**config.mk**
```make
export PLATFORM = sky130hd
export DESIGN_NAME = async_fifo_wr_arbiter
export DESIGN_NICKNAME = d
export VERILOG_FILES = /design/src/rtl/async_fifo_pkg.sv /design/src/rtl/rr_pick.sv /design/src/rtl/async_fifo_wr_arbiter.sv
export SDC_FILE = /design/constraint.sdc
export NUM_CORES = 1
export LEC_CHECK = 0
export ABC_AREA = 1
export ABC_CLOCK_PERIOD_IN_PS = 2100
export CORE_MARGIN = 1.5
export CORE_UTILIZATION = 25
export CTS_BUF_LIST = sky130_fd_sc_hd__clkbuf_16
export DETAILED_ROUTE_END_ITERATION = 16
export DONT_BUFFER_PORTS = 1
export PLACE_DENSITY_LB_ADDON = 0.05
export RECOVER_POWER = 25
export SLEW_MARGIN = 20
export SYNTH_ARGS = -nofsm -noshare
export SYNTH_HDL_FRONTEND = slang
export SYNTH_SLANG_ARGS = --single-unit
```
**constraint.sdc**
```tcl
create_clock -name wclk -period 2.1 [get_ports wclk]
set_input_delay 0.42 -clock wclk [delete_from_list [all_inputs] [get_ports wclk]]
set_output_delay 0.42 -clock wclk [all_outputs]
set_load 0.02 [all_outputs]
```
**src/rtl/async_fifo_pkg.sv**
```systemverilog
// Shared definitions for the async FIFO and its write-side arbiter.
package async_fifo_pkg;

  localparam int FIFO_DATA_WIDTH = 8;
  localparam int ARB_MAX_REQ     = 8;

  typedef enum logic {
    ARB_IDLE,
    ARB_BURST
  } arb_state_e;

endpackage

```
**src/rtl/rr_pick.sv**
```systemverilog
// Combinational round-robin picker: first set request at or after 'start', wrapping.
module rr_pick #(
  parameter  int NUM_REQ = 4,
  localparam int IW      = $clog2(NUM_REQ)
) (
  input  logic [NUM_REQ-1:0] req,
  input  logic [IW-1:0]      start,
  output logic [IW-1:0]      idx,
  output logic               found
);

  localparam logic [IW-1:0] LAST = IW'(NUM_REQ - 1);

  logic [IW-1:0] pos;

  always_comb begin
    idx   = '0;
    found = 1'b0;
    pos   = start;
    for (int k = 0; k < NUM_REQ; k++) begin
      if (!found && req[pos]) begin
        found = 1'b1;
        idx   = pos;
      end
      pos = (pos == LAST) ? '0 : pos + 1'b1;
    end
  end

endmodule

```
**src/rtl/async_fifo_wr_arbiter.sv**
```systemverilog
// Burst-locked round-robin arbiter sharing the async FIFO write port among wclk producers.
module async_fifo_wr_arbiter
  import async_fifo_pkg::*;
#(
  parameter  int NUM_REQ    = 4,
  parameter  int DATA_WIDTH = FIFO_DATA_WIDTH,
  parameter  int MAX_BURST  = 4,
  localparam int IW         = $clog2(NUM_REQ),
  localparam int BW         = $clog2(MAX_BURST + 1)
) (
  input  logic                          wclk,
  input  logic                          wrst_n,
  input  logic [NUM_REQ-1:0]            req_valid,
  input  logic [NUM_REQ*DATA_WIDTH-1:0] req_data,
  output logic [NUM_REQ-1:0]            req_ready,
  input  logic                          wfull,
  output logic                          winc,
  output logic [DATA_WIDTH-1:0]         wdata,
  output logic [IW-1:0]                 owner,
  output logic                          busy
);

  localparam logic [IW-1:0] LAST     = IW'(NUM_REQ - 1);
  localparam logic [BW-1:0] LAST_BEAT = BW'(MAX_BURST - 1);

  arb_state_e            state, state_nxt;
  logic [IW-1:0]         owner_nxt, last_owner, last_owner_nxt;
  logic [IW-1:0]         pick_base, pick_start, pick_idx;
  logic                  pick_found;
  logic [BW-1:0]         beat_cnt, beat_nxt;
  logic                  owner_valid, accept, rel;
  logic [DATA_WIDTH-1:0] words [NUM_REQ];

  always_comb begin
    for (int i = 0; i < NUM_REQ; i++) begin
      words[i] = req_data[i*DATA_WIDTH +: DATA_WIDTH];
    end
  end

  // Searching from owner+1 during a burst leaves the releasing owner last, so it is only re-granted when alone.
  always_comb begin
    pick_base  = (state == ARB_BURST) ? owner : last_owner;
    pick_start = (pick_base == LAST) ? '0 : pick_base + 1'b1;
  end

  rr_pick #(
    .NUM_REQ(NUM_REQ)
  ) u_pick (
    .req  (req_valid),
    .start(pick_start),
    .idx  (pick_idx),
    .found(pick_found)
  );

  // Everything visible to the FIFO and producers is gated off while reset is held.
  always_comb begin
    busy        = wrst_n && (state == ARB_BURST);
    owner_valid = req_valid[owner];
    accept      = busy && owner_valid && !wfull;
    winc        = accept;
    wdata       = accept ? words[owner] : '0;
    req_ready   = '0;
    if (busy && !wfull) begin
      req_ready[owner] = 1'b1;
    end
    rel = busy && ((accept && (beat_cnt == LAST_BEAT)) || (!owner_valid && !wfull));
  end

  always_comb begin
    state_nxt      = state;
    owner_nxt      = owner;
    last_owner_nxt = last_owner;
    beat_nxt       = beat_cnt;
    case (state)
      ARB_IDLE: begin
        if (pick_found) begin
          state_nxt = ARB_BURST;
          owner_nxt = pick_idx;
          beat_nxt  = '0;
        end
      end
      ARB_BURST: begin
        if (rel) begin
          last_owner_nxt = owner;
          beat_nxt       = '0;
          if (pick_found) begin
            owner_nxt = pick_idx;
          end else begin
            state_nxt = ARB_IDLE;
          end
        end else if (accept) begin
          beat_nxt = beat_cnt + 1'b1;
        end
      end
      default: state_nxt = ARB_IDLE;
    endcase
  end

  always_ff @(posedge wclk) begin
    if (!wrst_n) begin
      state      <= ARB_IDLE;
      owner      <= '0;
      beat_cnt   <= '0;
      last_owner <= LAST;
    end else begin
      state      <= state_nxt;
      owner      <= owner_nxt;
      beat_cnt   <= beat_nxt;
      last_owner <= last_owner_nxt;
    end
  end

endmodule

```
==> metrics.txt <==
# TYPE chip_impl_metric gauge
chip_impl_metric{name="boundary_pins",unit=""} 55
chip_impl_metric{name="fin_tns_setup",unit="ns"} 0
chip_impl_metric{name="viasPerCell",unit=""} 4.89
chip_impl_metric{name="synth_enable_flop_cells",unit=""} 0
chip_impl_info{name="critical_path.startpoint",value="owner[0]$_SDFFE_PN0P_"} 1
chip_impl_metric{name="clk_pin_slew",unit="ns"} 0.04
chip_impl_metric{name="antenna_found_initial",unit=""} 0
chip_impl_metric{name="core.rowCount",unit=""} 24
chip_impl_metric{name="dr_total_vias",unit=""} 1295
chip_impl_metric{name="cts_htree_levels",unit=""} 1
chip_impl_metric{name="die_width",unit="um"} 71.4
chip_impl_info{name="status",value="completed"} 1
chip_impl_metric{name="synthesis.instances",unit=""} 193
chip_impl_metric{name="synthArstFlopShare",unit=""} 0
chip_impl_metric{name="tightest_slew",unit="ns"} 0.345
chip_impl_metric{name="grt.met2_usage",unit=""} 0.225
chip_impl_metric{name="initial_core_utilization",unit=""} 0.265
chip_impl_info{name="critical_setup_path_class",value="register to primary output"} 1
chip_impl_metric{name="timing.final.hold_violations",unit=""} 0
chip_impl_metric{name="setup_viol_count_final",unit=""} 0
chip_impl_metric{name="timing.final.crit_period",unit="ns"} 1.99
chip_impl_metric{name="fp.dieArea",unit="sq um"} 5090
chip_impl_info{name="worst_hold_startpoint",value="wrst_n"} 1
chip_impl_metric{name="fin_nets",unit=""} 256
chip_impl_metric{name="grt_util_met3",unit=""} 0.0211
chip_impl_info{name="r2r_start",value="owner[1]$_SDFFE_PN0P_"} 1
chip_impl_metric{name="max_clock_skew",unit="ns"} 0.00106
chip_impl_metric{name="fin_ws",unit="ns"} 0.107
chip_impl_metric{name="clock_insertion_delay_worst_skew",unit="ns"} 0.23
chip_impl_metric{name="critical_path.max_fanout",unit=""} 10
chip_impl_info{name="yosys_most_used_dff",value="dfxtp_1"} 1
chip_impl_info{name="rsz0062_at_grt",value="no"} 1
chip_impl_metric{name="vdd.ir_drop.worst",unit="V"} 0.000450
chip_impl_metric{name="grt_pass1_vias",unit=""} 1169
chip_impl_metric{name="initialDrtViolationCount",unit=""} 76
chip_impl_metric{name="fin_hold_ws",unit="ns"} 0.290
chip_impl_info{name="root_buffer",value="clkbuf_16"} 1
chip_impl_metric{name="route.final.wire_length",unit="um"} 3420
chip_impl_metric{name="post-place-ws",unit="ns"} 0.115
chip_impl_metric{name="cts.path.max_buffers",unit=""} 2
chip_impl_metric{name="worstPathArrival",unit="ns"} 1.57
chip_impl_metric{name="drc",unit=""} 0
chip_impl_metric{name="core-area",unit="sq um"} 4410
chip_impl_metric{name="grt_use_met1",unit=""} 0.172
chip_impl_metric{name="routed_wl_per_cell",unit="um"} 12.9
chip_impl_metric{name="clock-sinks",unit=""} 8
chip_impl_info{name="tightest_hold_check_type",value="input pin to register"} 1
chip_impl_metric{name="part_of_the_yosys_area_used_for_sequential_elements",unit=""} 0.137
chip_impl_metric{name="post_synthesis_cell_type_count",unit=""} 22
chip_impl_metric{name="post-dp-hpwl",unit="um"} 2830
chip_impl_info{name="top_usage_layer",value="met2"} 1
chip_impl_info{name="tritoncts",value="yes"} 1
chip_impl_metric{name="synthesis.yosys.warnings",unit=""} 0
chip_impl_metric{name="synth_top_area_frac",unit=""} 0.193
chip_impl_info{name="synth_top_cell_by_area",value="nand2_1"} 1
chip_impl_metric{name="area.growth.synth_to_final",unit="%"} 24.9
chip_impl_metric{name="grt_use_total",unit=""} 0.130
chip_impl_metric{name="number_of_inserted_diodes",unit=""} 0
chip_impl_metric{name="die_h",unit="um"} 71.4
chip_impl_metric{name="drive_above_1_share",unit=""} 0.347
chip_impl_metric{name="port-buffer-count",unit=""} 0
chip_impl_info{name="worstSetupStartpointType",value="register"} 1
chip_impl_info{name="post_synth_main_area_contributors",value="nand2_1 (19%), dfxtp_1 (14%), nand2_2 (13%)"} 1
chip_impl_metric{name="timing.critical_path.required",unit="ns"} 1.68
chip_impl_metric{name="synthesis.nets",unit=""} 234
chip_impl_metric{name="firstDrtPassIters",unit=""} 4
chip_impl_metric{name="grt_start_max_net_pins",unit=""} 11
chip_impl_metric{name="final.period_utilization",unit=""} 0.949
chip_impl_metric{name="final-max-slew-violation-count",unit=""} 0
chip_impl_metric{name="globalRouteOverflowTotal",unit=""} 0
chip_impl_metric{name="max_slew_margin",unit=""} 0.770
chip_impl_metric{name="power_per_cell_area",unit="nW/um^2"} 659
chip_impl_metric{name="leakage",unit="nW"} 0.755
chip_impl_metric{name="routabilityCongestion",unit=""} 0.730
chip_impl_metric{name="achievable-frequency",unit="MHz"} 502
chip_impl_metric{name="cts_inserted_buffers",unit=""} 3
chip_impl_info{name="end_kind",value="primary output"} 1
chip_impl_metric{name="ys_ff_latch",unit=""} 8
chip_impl_metric{name="first_pass_grt_wire_length",unit="um"} 5530
chip_impl_metric{name="syn_avg_cell_area",unit="sq um"} 6.06
chip_impl_metric{name="syn-cell-area",unit="sq um"} 1170
chip_impl_metric{name="ant_nets",unit=""} 0
chip_impl_metric{name="max_cap_viol_count",unit=""} 0
## layout make-up
| class | instances | area [sq um] |
|---|---|---|
| fill | 480 | 2950 |
| clock buffer | 3 | 75.1 |
| sequential | 8 | 165 |
| inverter | 24 | 108 |
| timing repair buffer | 19 | 139 |
| tap | 52 | 65.1 |
| multi-input combinational | 159 | 908 |
## cell usage after synthesis (all sizes together) (2+ instances only)
| master | number |
|---|---|
| ha | 2 |
| nand2 | 95 |
| nand3 | 16 |
| dfxtp | 8 |
| inv | 24 |
| nand4 | 3 |
| a22oi | 8 |
| nor2 | 22 |
| a31oi | 8 |
| buf | 2 |
| o211ai | 2 |
## sequential cells by signal, summed over array words and instances (netlist names)
name	flops
beat_cnt	3
last_owner	2
owner	2
state	1
## critical path, stage by stage, from the launching register on
cell and delay, ns:
dfxtp_4 0.36, inv_2 0.11, nand2_2 0.08, inv_4 0.10
nand2_1 0.09, nand4_4 0.12, nand2_4 0.10, a31oi_1 0.18
buf_4 0.17
## kinds of logic after synthesis
| family | after synthesis | share of synthesized area |
|---|---|---|
| DFF | 8 | 0.137 |
| adders and majority gates | 2 | 0.0214 |
| and+or+nand+nor | 137 | 0.628 |
| AOI/OAI and AO/OA | 20 | 0.116 |
| buffers and inverters | 26 | 0.0974 |
## placed cells by master (no fill, tap or decap)
| cell | netlist | routed |
|---|---|---|
| dfxtp_4 | 0 | 1 |
| dfxtp_1 | 8 | 6 |
| nand4_4 | 0 | 1 |
| inv_1 | 15 | 15 |
| o211ai_1 | 2 | 2 |
| nand2_4 | 8 | 9 |
| ha_1 | 2 | 2 |
| a21oi_1 | 1 | 1 |
| nand2_1 | 60 | 61 |
| clkbuf_16 | 0 | 3 |
| a22oi_1 | 8 | 8 |
| nand4_2 | 3 | 2 |
| a31oi_1 | 8 | 8 |
| nor2_2 | 3 | 4 |
| nand2_2 | 25 | 23 |
| nand2_8 | 2 | 2 |
| buf_4 | 0 | 18 |
| nor2_1 | 18 | 17 |
| inv_4 | 0 | 4 |
| clkbuf_1 | 0 | 1 |
| nand3_1 | 16 | 16 |
| inv_2 | 8 | 4 |
| inv_8 | 1 | 1 |
| o21ai_1 | 1 | 1 |
| nor2_4 | 1 | 1 |
| dfxtp_2 | 0 | 1 |
| nand3b_1 | 1 | 1 |
## worst paths after layout
kind,endpoint,slack [ns],cells past startpoint
setup / recovery,wdata[3],0.11,8
hold / removal,last_owner[0]$_SDFFE_PN1P_,0.29,1
setup reg to reg,beat_cnt[1]$_SDFFE_PN0P_,0.34,12
hold reg to reg,last_owner[1]$_SDFFE_PN1P_,0.53,2
## through the flow
step / std cells / util / power, mW / instance area [sq um]
after global routing: 265 / 0.331 / 1.03 / 1460
after floorplan: 193 / - / 0.529 / 1170
final: 265 / 0.331 / 0.963 / 1460
after global placement: 258 / 0.301 / 0.614 / 1330
after CTS: 261 / 0.321 / 0.944 / 1420
after detailed placement: 258 / 0.301 / 0.618 / 1330
## layer usage
metal  vias up  share of wire
met2        37           0.49
met4         0         0.0035
met3         2          0.060
met1       595           0.45
li1        661              -
met5         -              0
## repair_timing
item	CTS	global route
setup endpoints to repair	9	12
buffers inserted	0	4
hold buffers	0	0
gates resized for setup	4	6
## report_power, final
part	switching, mW	internal (mW)
Combinational	0.292	0.162
Sequential	0.0199	0.170
Clock	0.0741	0.245
Total	0.386	0.577
No activity file was read; power rests on OpenSTA's default activity.
